### config.mk
export PLATFORM = sky130hd
export DESIGN_NAME = clk_div_sched
export DESIGN_NICKNAME = d
export VERILOG_FILES = /design/src/rtl/clk_div_pkg.sv /design/src/rtl/clk_div_core.sv /design/src/rtl/clk_div_sched.sv
export SDC_FILE = /design/constraint.sdc
export NUM_CORES = 1
export LEC_CHECK = 0
export CAP_MARGIN = 10
export CORE_UTILIZATION = 33
export CTS_CLUSTER_DIAMETER = 40
export DETAILED_ROUTE_END_ITERATION = 7
export MAX_ROUTING_LAYER = met4
export PLACE_DENSITY = 0.54
export RECOVER_POWER = 25
export SLEW_MARGIN = 5
export SYNTH_ARGS = -nofsm -noshare
export SYNTH_HDL_FRONTEND = slang
export SYNTH_SLANG_ARGS = --single-unit
### constraint.sdc
create_clock -name clk -period 4.2 [get_ports clk]
set_clock_uncertainty 0.15 [all_clocks]
set_input_delay 1.26 -clock clk [delete_from_list [all_inputs] [get_ports clk]]
set_output_delay 1.26 -clock clk [all_outputs]
set_load 0.05 [all_outputs]
### src/rtl/clk_div_pkg.sv
// clk_div_pkg: shared defaults and FSM encoding for the run-time clock divider.
package clk_div_pkg;
  localparam int DIV_W   = 4;
  localparam int DEF_DIV = 7;
  localparam int MIN_DIV = 2;
  typedef enum logic {ST_IDLE = 1'b0, ST_PEND = 1'b1} state_e;
endpackage

### src/rtl/clk_div_core.sv
// clk_div_core: 50%-duty integer divider; posedge counter plus negedge half-cycle flop for odd ratios.
module clk_div_core #(
  parameter int DIV_W   = clk_div_pkg::DIV_W,
  parameter int DEF_DIV = clk_div_pkg::DEF_DIV
) (
  input  logic             clk,
  input  logic             res,
  input  logic [DIV_W-1:0] div,
  input  logic             run,
  output logic             div_clk,
  output logic             last
);
  import clk_div_pkg::*;
  logic [DIV_W-1:0] cnt_q, cnt_d, n_m1;
  logic run_q, pos_q, pos_d, neg_q;
  // A restart after a stop always begins a fresh period, even if cnt is parked at a stale N-1.
  always_comb begin
    n_m1 = div - DIV_W'(1);
    last = cnt_q == n_m1;
    cnt_d = !run ? n_m1 : (last || !run_q) ? '0 : cnt_q + DIV_W'(1);
    pos_d = run && (cnt_d < (div >> 1));
    div_clk = div[0] ? (pos_q | neg_q) : pos_q;
  end
  always_ff @(posedge clk or negedge res) begin
    if (!res) begin
      cnt_q <= DIV_W'(DEF_DIV - 1);
      run_q <= 1'b0;
      pos_q <= 1'b0;
    end else begin
      cnt_q <= cnt_d;
      run_q <= run;
      pos_q <= pos_d;
    end
  end
  always_ff @(negedge clk or negedge res) begin
    if (!res) neg_q <= 1'b0;
    else neg_q <= pos_q;
  end
endmodule

### src/rtl/clk_div_sched.sv
// clk_div_sched: owns divide ratio and run/stop state; ratio and run changes land only on period boundaries.
module clk_div_sched #(
  parameter int DIV_W   = clk_div_pkg::DIV_W,
  parameter int DEF_DIV = clk_div_pkg::DEF_DIV,
  parameter int MIN_DIV = clk_div_pkg::MIN_DIV
) (
  input  logic             clk,
  input  logic             res,
  input  logic             en,
  input  logic             cfg_valid,
  input  logic [DIV_W-1:0] cfg_div,
  output logic             cfg_ready,
  output logic             cfg_err,
  output logic [DIV_W-1:0] cur_div,
  output logic             busy,
  output logic             running,
  output logic             period_tick,
  output logic             div_clk
);
  import clk_div_pkg::*;
  state_e state_q, state_d;
  logic [DIV_W-1:0] cur_q, cur_d, pend_q, pend_d;
  logic run_q, run_d, err_q, err_d, last, bnd, xfer, legal, apply;
  always_comb begin
    bnd = last | ~run_q;
    xfer = cfg_valid && state_q == ST_IDLE;
    legal = cfg_div >= DIV_W'(MIN_DIV);
    apply = state_q == ST_PEND && bnd;
    run_d = bnd ? en : run_q;
    cur_d = apply ? pend_q : cur_q;
    pend_d = (xfer && legal) ? cfg_div : pend_q;
    err_d = xfer && !legal;
    state_d = apply ? ST_IDLE : (xfer && legal) ? ST_PEND : state_q;
  end
  always_ff @(posedge clk or negedge res) begin
    if (!res) begin
      state_q <= ST_IDLE;
      cur_q <= DIV_W'(DEF_DIV);
      pend_q <= DIV_W'(DEF_DIV);
      run_q <= 1'b0;
      err_q <= 1'b0;
    end else begin
      state_q <= state_d;
      cur_q <= cur_d;
      pend_q <= pend_d;
      run_q <= run_d;
      err_q <= err_d;
    end
  end
  assign cfg_ready = state_q == ST_IDLE;
  assign busy = state_q == ST_PEND;
  assign cur_div = cur_q;
  assign running = run_q;
  assign cfg_err = err_q;
  assign period_tick = run_q & last;
  // The core sees next-cycle run so a stop parks the counter without starting a runt period.
  clk_div_core #(.DIV_W(DIV_W), .DEF_DIV(DEF_DIV)) u_core (
    .clk(clk), .res(res), .div(cur_q), .run(run_d), .div_clk(div_clk), .last(last)
  );
endmodule

[After elaboration in Yosys (flattened, before gate mapping)]
Cells that the tools add are included.
Storage, ports and cells
  flip-flop bits (word level): 17
  input port bits: 8
  output and inout bits: 10
  word-level logic and storage cells: 33
Cells by class
  $add $sub $neg: 2
  magnitude comparators: 2
  eq/ne operators: 1
  mux-type cells: 6
  bitwise gates (word level): 5
  reductions and logical operators: 9
Operators with widths (number)
  4-bit 2-to-1 mux: 2
  1-bit logical AND: 5
  4-bit by 1-bit adder with 4-bit output, second input constant: 1
  4-bit equality test: 1
  4-bit by 2-bit >= comparator with 1-bit output, second input constant: 1
  4-bit by 3-bit less-than comparator with 1-bit output: 1
  1-bit 2-to-1 mux: 4
  4-bit by 1-bit subtractor with 4-bit output, second input constant: 1
  1-bit zero test: 2
  1-bit inverter: 2
  1-bit bitwise OR: 2
  2-bit nonzero test: 1
  1-bit AND: 1
  1-bit logical OR: 1

[Depth between registers and ports, before layout]
  depth after elaboration: 7
  mapped depth: 11

[Modules after synthesis]
Synthesis repeated with hierarchy kept, for this count alone.
Second synthesis, totals
  cells, all modules: 74
  area total of the unflattened synthesis: 920.9 µm²
Modules (own cells, without submodules)
  clk_div_core: times used 1, cells an instance 46, area each 475.5 µm², seq. area each 177.7 µm²
  clk_div_sched: times used 1, cells an instance 28, area each 445.4 µm², seq. area each 282.8 µm²

==> flow_summary.yaml <==
logic_synthesis:
  seq_area_frac_synth_pct: 45.79
  syn_inst: 82
  synth_ff_type: "dfstp_2"
  netlist_area_sq_um: 950.9
  synth_top_area_share_pct: 22.11
  synth_edf_count: 0
  async_flop_share_pct: 100.0
  synth_top_cell_by_area: "dfstp_2"
  synth_nets: 94
  ys_ff_latch: 17
  yosysUniqueCellTypes: 32
  netlist_top_cells_area: "dfstp_2 (22%), dfrtp_1 (21%), o211ai_1 (6.3%), ha_1 (5.3%), xnor2_1 (3.7%)"
  postSynthAreaPerCell_sq_um: 11.60
  yosysWarningCount: 0
clock_tree:
  cts_buffer_depth: 2
  cts_resized: 0
  cts_max_level: 1
  post_cts_buffers: 0
  cts_hold_buf: 0
  cts_root_buf: "clkbuf_4"
  clock-sinks: 17
  cts_buffers: 3
  insertion_delay_ps: 280
  cts_tree: "done"
  clk_pin_slew_worst_paths_ps: 100
setup_path:
  start_kind: "flop"
  critPathArrivalTime_ps: 3060
  crit_type: "flop to primary output"
  required_ps: 2790
  crit_path_top_delay_cell: "dfrtn_1"
  path_buf_inv: 1
  crit_fanout: 1
  end_kind: "primary output"
  path_cells: "a21o_2 > buf_12"
  slowest_delay_ps: 330
  worst_path_dominant_cell_family: "flip-flops"
route:
  antenna_left: 0
  drtPass1Iterations: 4
  drc: 0
  routed_wl_mm: 1.885
  vias: 684
  wl_per_cell_um: 13.96
  viasPerCell: 5.067
  drtIter0Drc: 12
min_path:
  hp-class: "flop to flop"
timing:
  drv_slew: 0
  rsz0062_at_grt: "yes"
  relSlewSlack_pct: 42.36
  max_slew.worst_pin.slew_ps: 864.7
  finalWorstSetupSlack_ps: -273.7
  setup_viol: 1
  finalHoldViolCount: 0
run:
  maxCapViolCount: 0
outcome:
  failed_checks: "negative setup slack"
  status: "finished, violations left"
final_layout:
  synthToLayoutAreaGrowth_pct: 25.92
  n_antenna_cell: 0
  layoutNonFillerInstCount: 135
  mostFrequentLayoutCell: "clkdlybuf4s50_1"
  nNetsFinal: 117
  layout-drive-gt1-share_pct: 23.08
  layout_common_cells: "clkdlybuf4s50_1 (14), nand2_1 (9), o211ai_1 (8), dfrtp_1 (8), dfstp_2 (8)"
grt:
  overflow: 0
  gr-usage-all-layers_pct: 14.34
  antenna_found_initial: 0
  grt_max_degree: 17
  grt_pass1_wl_mm: 3.360
  grt_pass1_vias: 699
floorplan:
  core-area_sq_um: 2734
  die_area_sq_um: 3100
  dieWidth_um: 55.68
  row_count: 19
  start_util_pct: 34.78
  die-height_um: 55.68
  io_pins: 18
placed_design:
  gp_congestion: 0.7384
  io_buffer_count: 17
  place_inst: 131
  hpwl_mm: 1.400
-- sequential cells by signal, indices dropped and copies added, names as in the netlist --
name / flops
u_core.pos_q: 1
pend_q: 4
u_core.neg_q: 1
u_core.cnt_q: 4
u_core.run_q: 1
cfg_err: 1
busy: 1
cur_div: 4
-- Yosys cell counts (all sizes together) (3+ instances only) --
library cell / n
nand2: 9
dfrtp: 8
dfstp: 8
o211ai: 8
inv: 5
xnor2: 5
ha: 4
mux2: 4
a22o: 3
nor2: 3
o21ai: 3
xor2: 3
-- tightest hold or removal path, cell delays in order (launching register included) --
cell and delay [ps]:
dfstp_2 380, nand2_1 50, o211ai_1 70
-- stage by stage --
stage	area [sq um]	utilization, %	worst slack [ps]	TNS (ps)	hold slack, ps
after floorplan	950.9	-	54.45	0	316.4
after global placement	1175	42.97	15.98	0	339.7
after detailed placement	1175	42.97	7.264	0	338.1
after CTS	1201	43.94	-294.4	-294.4	360.6
after global routing	1197	43.80	-325.5	-325.5	378.3
final	1197	43.80	-273.7	-273.7	357.2
-- per-layer routing --
layer	GRT usage (%)	routed length, um	vias up
met1	19.13	934	330
met3	3.256	59	2
li1	-	-	343
met4	4.286	19	0
met2	21.86	872	9
met5	-	0	-
-- path summary, 6_finish.rpt --
check,start,end,slack [ps],depth (start not counted)
worst min-delay path,pend_q[0],cur_div[0],360,2
min in group asynchronous,res,busy,1510,2
worst min register to register,pend_q[0],cur_div[0],360,2
max in group asynchronous,res,u_core.neg_q,700,1
worst max-delay path,u_core.neg_q,div_clk,-270,2
worst max register to register,cur_div[0],u_core.pos_q,940,10
-- final cells by class --
class,count,area [sq um]
fillers,246,1536
clock buffers,4,26.28
repair buffers,18,181.4
well taps,31,38.79
multi-input cells,60,496.7
flip-flops and latches,17,435.4
inverters,5,18.77
-- cells by family after synthesis --
| family | Yosys count | share of synthesized area (%) |
|---|---|---|
| simple gates | 22 | 13.16 |
| compound gates | 19 | 16.05 |
| flops | 17 | 45.79 |
| xor+xnor | 9 | 10.53 |
| mux | 6 | 7.236 |
| buf+inv | 5 | 1.974 |
| fa+ha+maj | 4 | 5.263 |
Power is left out: the tool's default activity adds up to more than one toggle a clock period on the data nets, which glitch-free logic cannot reach.
